File: config.mk
export PLATFORM = sky130hd
export DESIGN_NAME = gsm_ts_ctrl
export DESIGN_NICKNAME = d
export VERILOG_FILES = /design/src/rtl/gsm_ts_ctrl.sv
export SDC_FILE = /design/constraint.sdc
export NUM_CORES = 2
export LEC_CHECK = 0
export CORE_AREA = 2 2 368 442
export DETAILED_ROUTE_END_ITERATION = 16
export DIE_AREA = 0 0 370 444
export PLACE_DENSITY_LB_ADDON = 0.15
export REMOVE_ABC_BUFFERS = 1
export SYNTH_ARGS = -nofsm -noshare
export SYNTH_HDL_FRONTEND = slang
export SYNTH_SLANG_ARGS = --single-unit
File: constraint.sdc
create_clock -name sys_clk -period 2.5 [get_ports sys_clk]
set_input_delay 0.375 -clock sys_clk [delete_from_list [all_inputs] [get_ports sys_clk]]
set_output_delay 0.375 -clock sys_clk [all_outputs]
set_load 0.01 [all_outputs]
File: src/rtl/gsm_ts_ctrl.sv
// GSM time-share filter controller: IDLE/SYNC/RUN phase sequencer
// with double-banked symmetric coefficient store and glitch-free swap.
module gsm_ts_ctrl #(
   parameter int WIDTH = 18,
   parameter int NCOEF = 51,
   parameter int AW    = 6
) (
   input  logic                    sys_clk,
   input  logic                    reset,
   input  logic                    enable,
   input  logic                    cfg_valid,
   output logic                    cfg_ready,
   input  logic [AW-1:0]           cfg_addr,
   input  logic signed [WIDTH-1:0] cfg_data,
   input  logic                    cfg_commit,
   input  logic [AW-1:0]           rd_addr,
   output logic signed [WIDTH-1:0] rd_data,
   output logic                    sam_clk_en,
   output logic [1:0]              phase,
   output logic                    acc_clr,
   output logic                    bank_sel,
   output logic                    cfg_err
);

   typedef enum logic [1:0] {
      IDLE,
      SYNC,
      RUN
   } state_t;

   localparam logic [AW:0] NC_LIM = (AW+1)'(NCOEF);

   state_t state_q, state_d;
   logic [1:0] phase_q, phase_d;
   logic bank_sel_q, bank_sel_d;
   logic pend_q, pend_d;
   logic err_q, err_d;
   logic signed [WIDTH-1:0] bank_q [2][NCOEF];
   logic signed [WIDTH-1:0] bank_d [2][NCOEF];

   logic wr_hs, wr_ok, rd_ok, swap;

   assign cfg_ready  = ~pend_q;
   assign phase      = phase_q;
   assign bank_sel   = bank_sel_q;
   assign cfg_err    = err_q;
   assign sam_clk_en = (state_q == RUN) && (phase_q == 2'd3);
   assign acc_clr    = sam_clk_en;

   assign wr_hs = cfg_valid & cfg_ready;
   assign wr_ok = ({1'b0, cfg_addr} < NC_LIM);
   assign rd_ok = ({1'b0, rd_addr} < NC_LIM);

   // Swap only at a sample boundary while running, so no sample mixes banks.
   assign swap = pend_q && ((state_q != RUN) || sam_clk_en);

   assign rd_data = rd_ok ? bank_q[bank_sel_q][rd_addr] : '0;

   always_comb begin
      state_d    = state_q;
      phase_d    = 2'd0;
      bank_sel_d = bank_sel_q;
      pend_d     = pend_q;
      err_d      = err_q;
      bank_d     = bank_q;

      unique case (state_q)
         IDLE: begin
            if (enable) state_d = SYNC;
         end
         SYNC: begin
            state_d = enable ? RUN : IDLE;
         end
         RUN: begin
            if (enable) phase_d = phase_q + 2'd1;
            else        state_d = IDLE;
         end
         default: state_d = IDLE;
      endcase

      if (wr_hs && wr_ok) bank_d[~bank_sel_q][cfg_addr] = cfg_data;
      if (wr_hs && !wr_ok) err_d = 1'b1;

      if (swap) begin
         bank_sel_d = ~bank_sel_q;
         pend_d     = 1'b0;
      end
      if (cfg_commit && cfg_ready) pend_d = 1'b1;
   end

   always_ff @(posedge sys_clk) begin
      if (reset) begin
         state_q    <= IDLE;
         phase_q    <= 2'd0;
         bank_sel_q <= 1'b0;
         pend_q     <= 1'b0;
         err_q      <= 1'b0;
         for (int b = 0; b < 2; b++)
            for (int i = 0; i < NCOEF; i++)
               bank_q[b][i] <= '0;
      end else begin
         state_q    <= state_d;
         phase_q    <= phase_d;
         bank_sel_q <= bank_sel_d;
         pend_q     <= pend_d;
         err_q      <= err_d;
         bank_q     <= bank_d;
      end
   end

endmodule

* Word-level counts from Yosys, hierarchy flattened *
Cells that the tools add are included.
Widths: inputs -> output; s select.

operators by class
  reductions and logical operators = 13
  $lt $le $gt $ge = 8
  bitwise operators = 9
  multiplexer cells = 18
  add/subtract/negate cells = 1
  eq/ne operators = 6

operators by type and width
  operator             number
  $mux 918             4
  $bwmux 1836          1
  $demux 918 s1        1
  $bmux 18 s6          1
  $demux 18 s6         1
  $mux 18              4
  $ge 7x7->1 const B   2
  $not 6->7            2
  $lt 6x6->1 const B   2
  $logic_and 1x1->1    7
  $lt 7x1->1 const B   1
  $mux 2               3
  $ne 2x2->1 const B   3
  $pmux 2 s3           1
  $eq 2x2->1 const B   2
  $ge 2x2->1 const B   2
  $not 1->1            4
  $not 1->2            2
  $reduce_or 3->1      1
  $add 2x1->2 const B  1
  $eq 2x1->1 const B   1
  $logic_not 2->1      1
  $lt 2x1->1 const B   1
  $mux 1               2
  5 further kinds      5

word-level totals
  logic and storage cells = 162
  output and inout bits = 25
  flip-flop bits (word level) = 1,843
  bits of input ports = 35

* Longest topological paths before layout *
  depth after elaboration = 8
  gate-level depth with buffers = 10
  depth with buffers taken out = 5

* Worst setup path before layout *
Ideal clock, no wire load.

  path type = input port to output port
  start = in rd_addr[0]
  end = out rd_data[15]
  path buffers = 3
  arrival = 2.174 ns
  required time = 2.125 ns
  stages on the path = 8
  slack = -0.049 ns
  cells stage by stage = buf_4 buf_4 buf_2 mux4_2 a221oi_1 o21ai_0 o211ai_1 nand3_1

between the ends
  cells in the longest elaborated chain, start to end = 5
  elaborated cells between the ends (all ways) = 6
  classes of those cells = 1 x order compare; 4 x mux; 1 x bitwise

RTL lines
  what                                         line  source
  from (decl)                                  16    input logic [AW-1:0] rd_addr,
  $not 6->7 (implied by the code)              57    assign rd_data = rd_ok ? bank_q[bank_sel_q][rd_addr] : '0;
  $bmux 18 s6                                  57
  $mux 18 (implied by the code) (2 in series)  57
  $mux 18 *                                    57
  to (decl)                                    17    output logic signed [WIDTH-1:0] rd_data,

Every way passes the cells marked *; elsewhere a longest branch is shown, timed or not. The select of a mux whose other input is x is not followed.

* Worst setup path after layout *
  start = reg bank_sel_q, in the netlist bank_sel
  end = out rd_data[15]

between the ends
  cells in the longest elaborated chain, start to end = 8

RTL lines
  what                                          line  source
  from (decl)                                   35    logic bank_sel_q, bank_sel_d;
  from (signal assigned)                        104   bank_sel_q <= bank_sel_d;
  $not 1->2 (implied by the code)               57
  $mux 918 (implied by the code) (3 in series)  57
  $bmux 18 s6                                   57
  $mux 18 (implied by the code) (2 in series)   57
  $mux 18                                       57

No other way between the ends. The select of a mux whose other input is x is not followed.

==> qor.csv <==
stage,metric,value,unit
pwr,power,0.06387,W
clock_tree,cts_sinks,1843,
global_routing,grt_pass1_wl,455800,um
yosys,syn_inst,9552,
setup_path,critPathLaunchType,flop,
yosys,yosysMostFrequentCell,nand2_1,
sta,finalSetupViolCount,18,
floorplanning,die_y,444,um
floorplanning,start_util,49.65,%
yosys,ys_top_cells_by_area,"dfxtp_1 46%, nand2_1 16%, a21oi_1 12%",
sta,holdWs,0.04711,ns
sta,finalWorstSetupSlack,-1.416,ns
clock_tree,htree_levels,4,
yosys,synth_compound_area_share,15.89,%
routing,drc,0,
pwr,p_leak,32.80,nW
yosys,yosysTopAreaCell,dfxtp_1,
clock_tree,ctsLongestPathBuffers,3,
setup_path,r2r_start,bank_sel$_SDFFE_PP0P_,
clock_tree,cts_tree,done,
setup_path,critPathBufInv,8,
routing,detail-route-antenna-nets,0,
global_routing,antenna_found_initial,5,
setup_path,critPathTopFamily,buffers and inverters,
run_status,status,"complete, but fails checks",
global_routing,grt_start_max_net_pins,137,
setup_path,endpoint_kind,output port,
yosys,synth_common_cells,"3329 x nand2_1, 1865 x a21oi_1, 1843 x dfxtp_1",
yosys,synth-adder-area-share,0.01574,%
final_layout,fillCellCount,13420,
sta,slew_violations,0,
min_path,hp-class,input pin to flop,
run_status,violations,setup timing,
sta,rsz0062_at_grt,true,
yosys,synth_top_area_share,46.41,%
min_path,holdPathEnd,bank_q[871]$_SDFFE_PP0P_,
setup_path,worst_ep_required_time,2.12,ns
setup_path,setup.worst_path.class,flop to output port,
clock_tree,cts-root-buf,clkbuf_16,
yosys,synth_area_per_cell,8.324,um2
min_path,hold_start,cfg_data[7],
pwr,p_int,0.04784,W
setup_path,max_stage_delay,0.37,ns
yosys,netlist_area,79510,um2
routing,vias_per_cell,6.102,
setup_path,r2r_cells,10,
setup_path,cp_common_cell,buf_6,
routing,first_pass_iters,8,
flow_run,drv_cap,0,
yosys,synth_simple_gate_area_share,19.06,%
floorplanning,rows,161,
final_layout,multi_input_area,40370,um2
routing,vias,74490,
placement,port_buffers,59,
floorplanning,fp.dieW,370,um
pwr,peakVddDrop,0.0006612,V
setup_path,rr_endpoint,bank_q[4]$_SDFFE_PP0P_,
routing,wl_per_cell,25.22,um
pwr,p_sw_share,25.10,%
clock_tree,cts_made_buffers,186,
sta,tightest_slew,0.7442,ns
final_layout,area_growth,24.39,%
yosys,synth_cell_type_count,60,
floorplanning,die_area,164300,um2
pwr,p_comb_share,8.8,%
final_layout,drive_gt1_share,20.53,%
global_routing,grt_usage,36.56,%
routing,routed_wirelength,307900,um
final_layout,finalNetCount,9968,
min_path,min_path_cells,3,
yosys,synth_xor_area_share,0.01102,%
sta,fmax,0.2553,GHz
placement,place.gp.congestion,0.9698,
yosys,synth_mux_area_share,13.82,%
pwr,clkPwrFrac,45.0,%
placement,dpl.cell_count,11760,
setup_path,crit_slowest_cell,dfxtp_4,
setup_path,critical_path_arrival,3.54,ns
setup_path,r2r_slack,0.02,ns
pwr,power_switching,0.01603,W
yosys,synth_edf_count,0,
clock_tree,insertion_delay,0.87,ns
sta,post-route-min-period,3.916,ns
setup_path,crit_fanout,7,
yosys,ys_seq_area_share,46.41,%
pwr,power_density,645.8,nW/um2
placement,hpwl,201800,um
clock_tree,clk_pin_slew_worst_paths,0.06,ns
global_routing,grt_pass1_vias,71810,
yosys,synth_top_family_by_area,simple AND/OR/NAND/NOR gates,
sta,clock_skew,0.02927,ns
setup_path,cp_cell_sequence,buf_12 -> buf_16 -> buf_12 -> buf_8 -> buf_6 -> mux4_2 -> mux2i_2 -> o21ai_1 -> buf_4 -> o211ai_1 -> nand3_1 -> buf_6 -> buf_6,
sta,final.period_utilization,156.7,%
yosys,ys.flop_type,dfxtp_1,
final_layout,regArea,36900,um2
pwr,seq_power_share,46.1,%
sta,hold_viol,0,
yosys,yosys_warnings,0,
floorplanning,fp.coreArea,160100,um2
yosys,async_flop_share,0,%
final_layout,post_layout_nonfiller_instances,12210,
global_routing,grt.overflow.total,0,
routing,drt_iter0_drc,8839,
yosys,ys_seq_elements,1843,
sta,max_slew_margin,50.39,%
floorplanning,io_pins,60,
## metal layers
layer  GRT usage, %  part of all wire, %  up-vias
met5              0                0.044        -
li1               -                    -    33340
met3          7.728                  9.9      976
met1          45.44                   37    36130
met4          23.91                  7.4        2
met2          57.42                   46     4046
## tightest hold or removal path, cell delays in order
cell and delay [ns]:
buf_4 0.28, nand2_1 0.14, a21oi_1 0.05
## cell type report
| type | instances | area share, % |
|---|---|---|
| sequential | 1843 | 37.31 |
| antenna | 3 | 0.007591 |
| inverter | 7 | 0.02910 |
| timing repair buffer | 1087 | 12.83 |
| tap | 2119 | 2.681 |
| clock inverter | 57 | 0.7983 |
| clock buffer | 284 | 5.525 |
| multi-input combinational | 6807 | 40.81 |
## registers in the layout (all words and copies together) (netlist names)
register  flops
bank_sel      1
pend_q        1
phase         2
cfg_err       1
bank_q     1836
state_q       2
## placed cells by master, fill, tap and decap left out, types with 14 or more instances in the layout
master / instances
dfxtp_1: 1841
a22oi_1: 17
mux2i_1: 109
buf_12: 309
a22o_1: 24
nand2_1: 3320
nor2_1: 46
nand3_1: 271
clkdlybuf4s50_1: 14
a22oi_2: 20
clkinv_2: 26
dlygate4sd3_1: 18
a211oi_2: 14
nand2b_1: 17
clkbuf_16: 191
nor2_2: 65
nand2_2: 19
mux2_2: 49
mux4_2: 404
a21oi_1: 1851
clkbuf_8: 42
o221ai_1: 30
o22ai_1: 24
buf_2: 14
buf_4: 648
clkbuf_1: 55
o21ai_0: 284
buf_6: 52
## timing repair
item / CTS / global route
hold buffers: 18 / 0
gates cloned: 5 / 4
setup buffers: 45 / 51
pin swaps: 63 / 54
gates resized for setup: 344 / 99
setup endpoints to repair: 22 / 66
endpoints found under the hold margin: 230 / 0
## power groups by stage
| stage | Clock (W) | Combinational, W | Sequential, W |
|---|---|---|---|
| 3_5_place_dp | 0 | 0.00480 | 0.0301 |
| 5_1_grt | 0.0301 | 0.00574 | 0.0295 |
| 3_3_place_gp | 0 | 0.00479 | 0.0301 |
| 4_1_cts | 0.0289 | 0.00526 | 0.0295 |
| 2_1_floorplan | 0 | 0.00123 | 0.0303 |
| 6_report | 0.0288 | 0.00565 | 0.0295 |
## worst max-delay path by stage
stage | from | endpoint | slack (ns) | depth (start not counted)
3_3_place_gp | rd_addr[1] | rd_data[3] | -2.13 | 10
6_report | bank_sel$_SDFFE_PP0P_ | rd_data[15] | -1.42 | 13
4_1_cts | bank_sel$_SDFFE_PP0P_ | rd_data[15] | -1.41 | 13
5_1_grt | bank_sel$_SDFFE_PP0P_ | rd_data[15] | -1.43 | 9
3_5_place_dp | rd_addr[1] | rd_data[3] | -2.05 | 10
2_1_floorplan | bank_sel$_SDFFE_PP0P_ | bank_q[954]$_SDFFE_PP0P_ | -12.97 | 5
## cell families (layout without fill, tap and decap cells)
logic type | count (synthesis) | count (layout)
simple gates | 3821 | 3821
compound gates | 2398 | 2398
flops | 1843 | 1843
buf+inv | 902 | 1435
mux | 586 | 586
fa+ha+maj | 1 | 1
xor+xnor | 1 | 1
other cells | 0 | 3
## through the flow
step | setup TNS, ns | utilization, % | area, um2 | setup slack (ns)
2_1_floorplan | - | - | 75720 | -12.97
3_3_place_gp | -28.44 | 56.09 | 89820 | -2.128
3_5_place_dp | -32.87 | 56.09 | 89820 | -2.053
4_1_cts | -23.55 | 61.20 | 98010 | -1.415
5_1_grt | -23.70 | 61.75 | 98900 | -1.433
6_report | -23.29 | 61.76 | 98900 | -1.416
No activity file was read; power rests on OpenSTA's default activity.
